[config.mk]
export PLATFORM = sky130hd
export DESIGN_NAME = vmask_expand
export DESIGN_NICKNAME = d
export VERILOG_FILES = /design/src/rtl/vmask_pkg.sv /design/src/rtl/vmask_word_fill.sv /design/src/rtl/vmask_expand.sv
export SDC_FILE = /design/constraint.sdc
export NUM_CORES = 1
export LEC_CHECK = 0
export ABC_AREA = 0
export BUFFER_PORTS_ARGS = -buffer_cell sky130_fd_sc_hd__buf_2
export CORE_ASPECT_RATIO = 0.75
export CORE_MARGIN = 2
export CORE_UTILIZATION = 48
export CTS_BUF_LIST = sky130_fd_sc_hd__clkbuf_16
export DETAILED_ROUTE_END_ITERATION = 8
export PLACE_DENSITY = 0.73
export SLEW_MARGIN = 30
export SYNTH_ARGS = -nofsm -noshare
export SYNTH_HDL_FRONTEND = slang
export SYNTH_SLANG_ARGS = --single-unit
[constraint.sdc]
create_clock -name clk -period 3.7 [get_ports clk]
set_clock_uncertainty 0.05 [all_clocks]
set_input_delay 0.555 -clock clk [delete_from_list [all_inputs] [get_ports clk]]
set_output_delay 0.555 -clock clk [all_outputs]
set_load 0.1 [all_outputs]
[src/rtl/vmask_pkg.sv]
// Shared types and helpers for the vector mask expansion units.
package vmask_pkg;

    localparam int DEF_DATA_WIDTH = 64;
    localparam int LOG2_DW        = $clog2(DEF_DATA_WIDTH);

    typedef enum logic {
        IDLE = 1'b0,
        EMIT = 1'b1
    } state_e;

    // Subtract b from a, clamping at zero instead of wrapping.
    function automatic logic [31:0] sat_sub(input logic [31:0] a, input logic [31:0] b);
        return (a > b) ? (a - b) : 32'd0;
    endfunction

endpackage

[src/rtl/vmask_word_fill.sv]
// Thermometer word generator: the low `rem` bits set, saturating to all ones.
module vmask_word_fill #(
    parameter int DATA_WIDTH = 64,
    parameter int CNT_WIDTH  = 16
) (
    input  logic [CNT_WIDTH-1:0]  rem,
    output logic [DATA_WIDTH-1:0] word
);

    localparam int SHW = $clog2(DATA_WIDTH);

    // DATA_WIDTH is a power of two, so any bit at or above SHW means rem >= DATA_WIDTH.
    logic saturate;
    assign saturate = |rem[CNT_WIDTH-1:SHW];

    always_comb begin
        if (saturate) begin
            word = '1;
        end else begin
            word = ~({DATA_WIDTH{1'b1}} << rem[SHW-1:0]);
        end
    end

endmodule

[src/rtl/vmask_expand.sv]
// Count-to-mask expander: turns a scalar count N into a stream of mask words
// with bits 0..N-1 set across the stream.
module vmask_expand
    import vmask_pkg::*;
#(
    parameter int DATA_WIDTH = DEF_DATA_WIDTH,
    parameter int ADDR_WIDTH = 32,
    parameter int CNT_WIDTH  = 16
) (
    input  logic                  clk,
    input  logic                  rst,
    input  logic                  in_valid,
    output logic                  in_ready,
    input  logic [CNT_WIDTH-1:0]  in_count,
    input  logic [CNT_WIDTH-1:0]  in_nwords,
    input  logic [ADDR_WIDTH-1:0] in_addr,
    input  logic                  out_ready,
    output logic [DATA_WIDTH-1:0] out_vec,
    output logic [ADDR_WIDTH-1:0] out_addr,
    output logic                  out_valid,
    output logic                  out_end
);

    state_e                  state_q, state_d;
    // rem_q and addr_q describe the word after the one in the output registers;
    // words_left_q counts the output-register word too.
    logic [CNT_WIDTH-1:0]    rem_q, rem_d;
    logic [CNT_WIDTH-1:0]    words_left_q, words_left_d;
    logic [ADDR_WIDTH-1:0]   addr_q, addr_d;
    logic [DATA_WIDTH-1:0]   out_vec_q, out_vec_d;
    logic [ADDR_WIDTH-1:0]   out_addr_q, out_addr_d;
    logic                    out_valid_q, out_valid_d;
    logic                    out_end_q, out_end_d;

    logic                    accept;
    logic                    handshake;
    logic [CNT_WIDTH-1:0]    fill_rem;
    logic [DATA_WIDTH-1:0]   fill_word;
    logic [CNT_WIDTH-1:0]    first_words;

    assign in_ready    = (state_q == IDLE) && !rst;
    assign accept      = in_valid && in_ready;
    assign handshake   = out_valid_q && out_ready;
    assign first_words = (in_nwords == '0) ? CNT_WIDTH'(1) : in_nwords;
    assign fill_rem    = (state_q == IDLE) ? in_count : rem_q;

    vmask_word_fill #(
        .DATA_WIDTH (DATA_WIDTH),
        .CNT_WIDTH  (CNT_WIDTH)
    ) u_fill (
        .rem  (fill_rem),
        .word (fill_word)
    );

    always_comb begin
        state_d      = state_q;
        rem_d        = rem_q;
        words_left_d = words_left_q;
        addr_d       = addr_q;
        out_vec_d    = out_vec_q;
        out_addr_d   = out_addr_q;
        out_valid_d  = out_valid_q;
        out_end_d    = out_end_q;

        unique case (state_q)
            IDLE: begin
                if (accept) begin
                    state_d      = EMIT;
                    out_vec_d    = fill_word;
                    out_addr_d   = in_addr;
                    out_valid_d  = 1'b1;
                    out_end_d    = (first_words == CNT_WIDTH'(1));
                    words_left_d = first_words;
                    rem_d        = CNT_WIDTH'(sat_sub(32'(in_count), 32'(DATA_WIDTH)));
                    addr_d       = in_addr + ADDR_WIDTH'(1);
                end
            end
            EMIT: begin
                if (handshake) begin
                    if (out_end_q) begin
                        state_d     = IDLE;
                        out_vec_d   = '0;
                        out_addr_d  = '0;
                        out_valid_d = 1'b0;
                        out_end_d   = 1'b0;
                    end else begin
                        out_vec_d    = fill_word;
                        out_addr_d   = addr_q;
                        out_end_d    = (words_left_q == CNT_WIDTH'(2));
                        words_left_d = words_left_q - CNT_WIDTH'(1);
                        rem_d        = CNT_WIDTH'(sat_sub(32'(rem_q), 32'(DATA_WIDTH)));
                        addr_d       = addr_q + ADDR_WIDTH'(1);
                    end
                end
            end
            default: state_d = IDLE;
        endcase
    end

    // NOTE: state registers use non-blocking assignments so every flop samples
    // the pre-edge value of its neighbours, independent of block ordering.
    always_ff @(posedge clk) begin
        if (rst) begin
            state_q      <= IDLE;
            rem_q        <= '0;
            words_left_q <= '0;
            addr_q       <= '0;
            out_vec_q    <= '0;
            out_addr_q   <= '0;
            out_valid_q  <= 1'b0;
            out_end_q    <= 1'b0;
        end else begin
            state_q      <= state_d;
            rem_q        <= rem_d;
            words_left_q <= words_left_d;
            addr_q       <= addr_d;
            out_vec_q    <= out_vec_d;
            out_addr_q   <= out_addr_d;
            out_valid_q  <= out_valid_d;
            out_end_q    <= out_end_d;
        end
    end

    assign out_vec   = out_vec_q;
    assign out_addr  = out_addr_q;
    assign out_valid = out_valid_q;
    assign out_end   = out_end_q;

endmodule

# --- Yosys cells after proc, flatten, opt, wreduce, memory -nomap -nowiden ---
# Index checks and enable logic that the tools add are counted.
word_totals:
  regBits: 163
  wordCells: 70
classes:
  n_addsub: 5
  magnitude_cmp: 2
  n_eq_ne: 6
  shift: 1
  muxes: 37
  bitwise_logic: 2
  n_reduce_logical: 9
ops:
  columns: ["op", "count"]
  rows:
  - ["$mux W64", 4]
  - ["$mux W32", 6]
  - ["$mux W16", 10]
  - ["$pmux W32 S2", 2]
  - ["$pmux W64 S2", 1]
  - ["$add A32 B1 Y32 const B", 2]
  - ["$not A64 Y64", 1]
  - ["$pmux W16 S2", 2]
  - ["$shl A64 B6 Y64 const A", 1]
  - ["$gt A16 B7 Y1 const B", 2]
  - ["$sub A16 B7 Y16 const B", 2]
  - ["$eq A16 B1 Y1 const B", 1]
  - ["$eq A16 B2 Y1 const B", 1]
  - ["$logic_not A16 Y1", 1]
  - ["$sub A16 B1 Y16 const B", 1]
  - ["$reduce_or A10 Y1", 1]
  - ["$mux W1", 9]
  - ["$pmux W1 S2", 3]
  - ["$reduce_and A3 Y1", 2]
  - ["$ne A2 B1 Y1 const B", 2]
  - ["$ne A2 B2 Y1 const B", 2]
  - ["$logic_and A1 B1 Y1", 3]
  - ["$reduce_and A2 Y1", 1]
  - ["$logic_not A1 Y1", 1]
  - ["$not A1 Y1", 1]

# --- Longest topological paths before layout ---
logic_depth:
  ltp_word: 7
  mapped_depth: 14

# --- Modules after synthesis ---
# A second synthesis with hierarchy kept.
hier_totals:
  hier_cells: 1218
  hier_area_um2: 9375.2
by_module_without_submodules:
  columns: ["mod", "n_inst", "cells_per_inst", "area_each_um2", "seq_area_each_um2"]
  rows:
  - ["vmask_expand", 1, 1087, 8667.1, 3263.1]
  - ["vmask_word_fill", 1, 131, 708.2, 0.0]

# --- Worst setup path before layout ---
# No wires, ideal clock.
synth_timing:
  path_kind: "register to register"
  start: "register state_q"
  end: "register addr_q[20]"
  arrival_ns: 3.298
  t_required_ns: 3.528
  path_slack_ns: 0.230
  path_stages_with_launch: 15
  n_path_buf: 7
  cell_sequence: "dfxtp_1 -> buf_2 -> clkbuf_1 -> buf_2 -> buf_1 -> buf_2 -> buf_2 -> mux2_2 -> ha_1 -> nand4b_1 -> nand2_1 -> nand4_1 -> clkbuf_1 -> nor4_1 -> a311o_1"
synth_via:
  elab_chain_cells: 5
synth_rtl:
  columns: ["item", "line_no", "text"]
  rows:
  - ["start, declared", "vmask_expand.sv:24", "state_e state_q, state_d;"]
  - ["start signal, assigned", "vmask_expand.sv:113", "state_q <= state_d;"]
  - ["$not A1 Y1", null, null]
  - ["$logic_and A1 B1 Y1", "vmask_expand.sv:41", "assign in_ready = (state_q == IDLE) && !rst;"]
  - ["$logic_and A1 B1 Y1", "vmask_expand.sv:42", "assign accept = in_valid && in_ready;"]
  - ["$ne A2 B2 Y1 (no source line)", null, null]
  - ["$reduce_and A3 Y1 (no source line)", null, null]
  - ["end signal, assigned", "vmask_expand.sv:116", "addr_q <= addr_d;"]
  - ["end, declared", "vmask_expand.sv:29", "logic [ADDR_WIDTH-1:0] addr_q, addr_d;"]
# Parallel ways exist; a longest one is shown, timed or not.
# A chain may end at the register's enable or synchronous reset.

# --- Final worst setup path ---
layout_timing:
  start: "register state_q"
  end: "register out_vec_q[60], in the netlist out_vec[60]"
layout_via:
  elab_chain_cells: 7
layout_rtl:
  columns: ["item", "line_no", "text"]
  rows:
  - ["$mux W16", "vmask_expand.sv:45", "assign fill_rem = (state_q == IDLE) ? in_count : rem_q;"]
  - ["$shl A64 B6 Y64", "vmask_word_fill.sv:20", "word = ~({DATA_WIDTH{1'b1}} << rem[SHW-1:0]);"]
  - ["$not A64 Y64", "vmask_word_fill.sv:20", null]
  - ["$mux W64", "vmask_word_fill.sv:17", "if (saturate) begin"]
  - ["$mux W64", "vmask_expand.sv:80", "if (out_end_q) begin"]
  - ["$mux W64", "vmask_expand.sv:79", "if (handshake) begin"]
  - ["$pmux W64 S2", "vmask_expand.sv:65", "unique case (state_q)"]
  - ["end signal, assigned", "vmask_expand.sv:117", "out_vec_q <= out_vec_d;"]
  - ["end, declared", "vmask_expand.sv:30", "logic [DATA_WIDTH-1:0] out_vec_q, out_vec_d;"]
# Parallel ways exist; a longest one is shown, timed or not. The select of a mux whose other input is x is not followed.

==> qor.csv <==
metric,value,unit
yosys-top-cells-area,"dfxtp_1, a21oi_1, nand2_1",
die_area,19700,um2
drtIter0Drc,1122,
p_total,5.68,mW
ios,167,
cts_root_buffer,clkbuf_16,
fin_ws,586,ps
die_h,122,um
route.vias.total,9422,
antenna_found_initial,1,
grtUsageMet2,40.5,%
critPathLaunch,state_q$_SDFF_PP0_,
synth_top_flop_cell,dfxtp_1,
routabilityCongestion,0.905,
hp-class,input pin to register,
slew_violations,0,
area_growth,19.3,%
clk_pin_slew,60,ps
setup_viol,0,
cpPeakStageDelay,720,ps
finalHoldViolCount,0,
p_clk_share,32.9,%
fin_util,57.9,%
cts_setup_buffers,0,
clock_latency,440,ps
cp-end-kind,register,
ys_warn_count,0,
cpMostUsedCell,o21ai_0,
std_cell_rows,43,
path_cells,buf_12 > mux2_2 > o21ai_0 > nor2_1 > o21ai_0 > o21ai_0,
relSlewSlack,38.4,%
grt_pass1_vias,8313,
worstPathArrival,3420,ps
cts_resized,0,
start_kind,register,
drv_cap,0,
vias_per_cell,6.14,
min_from,in_count[5],
synth-seq-cells,163,
synth_top_area_share,36.6,%
grt_max_degree,71,
grt_pass1_wl,44.0,mm
tightest_slew,924,ps
p_per_area,534,nW/um2
met1_usage,41.2,%
clock_sinks,163,
dr.pass1.iters,7,
comb_power_share,31.1,%
yosys.area.top_type,dfxtp_1,
synth_edf_count,0,
wire_per_inst,17.9,um
net-switching-power,2.24,mW
io_buffers,166,
ir_drop,0.279,mV
numCtsBuffers,17,
crit_required,4010,ps
fillCellCount,1706,
busiest_layer,met1,
layout.nets,1349,
hpwl,19.1,mm
fin_cells,1534,
synth_cell_type_count,80,
fin_crit_sh,84.2,%
grt_util_all_layers,27.8,%
drt_wl_total,27.5,mm
detailedPlace.worstSlack,583,ps
drc_errors,0,
clock.fmax,0.321,GHz
p_sw_share,39.4,%
crit_path_top_delay_cell,dfxtp_4,
layout_min_cycle_time,3110,ps
r2r_start,state_q$_SDFF_PP0_,
die_w,161,um
p_leak,4.15,nW
holdPathStages,3,
hold_buffers,0,
sequentialPowerShare,36.0,%
ys_seq_area_share,36.6,%
outcome,"finished, final reports clean",
synth.avg_cell_area,7.78,um2
cts_max_level,4,
syn-num-nets,1220,
layout_common_cells,"buf_2, dfxtp_1, nand2_1",
syn_area,8910,um2
overflow,0,
r2r_cells,6,
syn_inst,1145,
crit_fanout,57,
drtAntennaViolNets,0,
drive_gt1_share,20.7,%
rsz0062_at_grt,false,
initial_utilization,48.6,%
finalSetupTns,0,ps
grt_use_met3,6.40,%
final_common_cell,buf_2,
cts_tree,built,
ys_async_sr_fraction,0,%
intPower,3.44,mW
coreArea,18300,um2
criticalPathCategory,register to register,
dp.cells,1502,
cts_max_path_buffers,2,
-- cell usage after synthesis (all sizes together) (7+ instances only) --
| master | instances |
|---|---|
| or4 | 9 |
| nor4 | 13 |
| a21oi | 106 |
| a211oi | 35 |
| a21o | 12 |
| nor2b | 27 |
| a221oi | 9 |
| nand3b | 13 |
| inv | 19 |
| ha | 7 |
| buf | 22 |
| o32ai | 8 |
| nor2 | 96 |
| a32oi | 8 |
| mux2 | 18 |
| nor3 | 62 |
| nand3 | 50 |
| nand4b | 8 |
| nand2 | 120 |
| clkbuf | 66 |
| dfxtp | 163 |
| a22oi | 26 |
| a31oi | 19 |
| o21ai | 79 |
| o31ai | 9 |
| mux2i | 16 |
| nand4 | 15 |
-- flip-flops by register name, indices dropped and copies added, names as in the netlist --
signal / cells
out_vec: 64
addr_q: 32
out_addr: 32
rem_q: 16
words_left_q: 16
out_end: 1
out_valid: 1
state_q: 1
-- through the flow --
step	hold WS [ps]	cell area [um2]
detailed placement	389	10000
floorplan	400	8910
global placement	383	10000
global route	367	10600
finish	357	10600
CTS	356	10600
-- final cells by class --
cell class                 count  area, um2  area share [%]
clock inverter                14        189            1.78
antenna                        1       2.50          0.0236
tap                          247        309            2.91
timing repair buffer         198       1100            10.3
clock buffer                  17        425            4.00
sequential                   163       3270            30.8
multi-input combinational    874       5260            49.5
inverter                      20       75.1           0.707
-- path summary, 6_finish.rpt --
path | endpoint | slack (ps)
worst max register to register | out_vec[60]$_SDFFE_PP0P_ | 590
worst min-delay path | rem_q[5]$_SDFFE_PP0P_ | 360
worst min register to register | out_vec[4]$_SDFFE_PP0P_ | 400
worst max-delay path | out_vec[60]$_SDFFE_PP0P_ | 590
-- logic make-up (layout without fill, tap and decap cells) --
group,count (synthesis),count (layout),synth area share [%]
muxes,34,34,4.07
DFF,163,163,36.6
buffers and inverters,108,249,4.80
AOI/OAI and AO/OA,376,376,27.6
and+or+nand+nor,448,448,25.0
other,0,1,0
xor gates and xnor gates,9,9,0.885
adders and majority gates,7,7,0.983
-- worst max-delay path, delay by kind of cell (launching register included) --
family          cells  cell delay, ps
mux                 1             410
compound gates      3             980
flops               1             720
buf+inv             1             290
simple gates        1             580
-- layer usage --
metal  share of wire [%]  routed length, um
met5                   0                  0
met4                 1.2                325
met3                 9.8               2690
met2                  42              11500
met1                  47              13000
-- power groups by stage --
stage,combinational (mW),clock (mW),sequential (mW)
after floorplan,0.668,0,2.78
after global placement,1.73,0,2.08
after detailed placement,1.74,0,2.08
after CTS,1.75,1.88,2.04
after global routing,1.87,1.97,2.06
final,1.76,1.87,2.05
(Power assumes the default switching activity.)
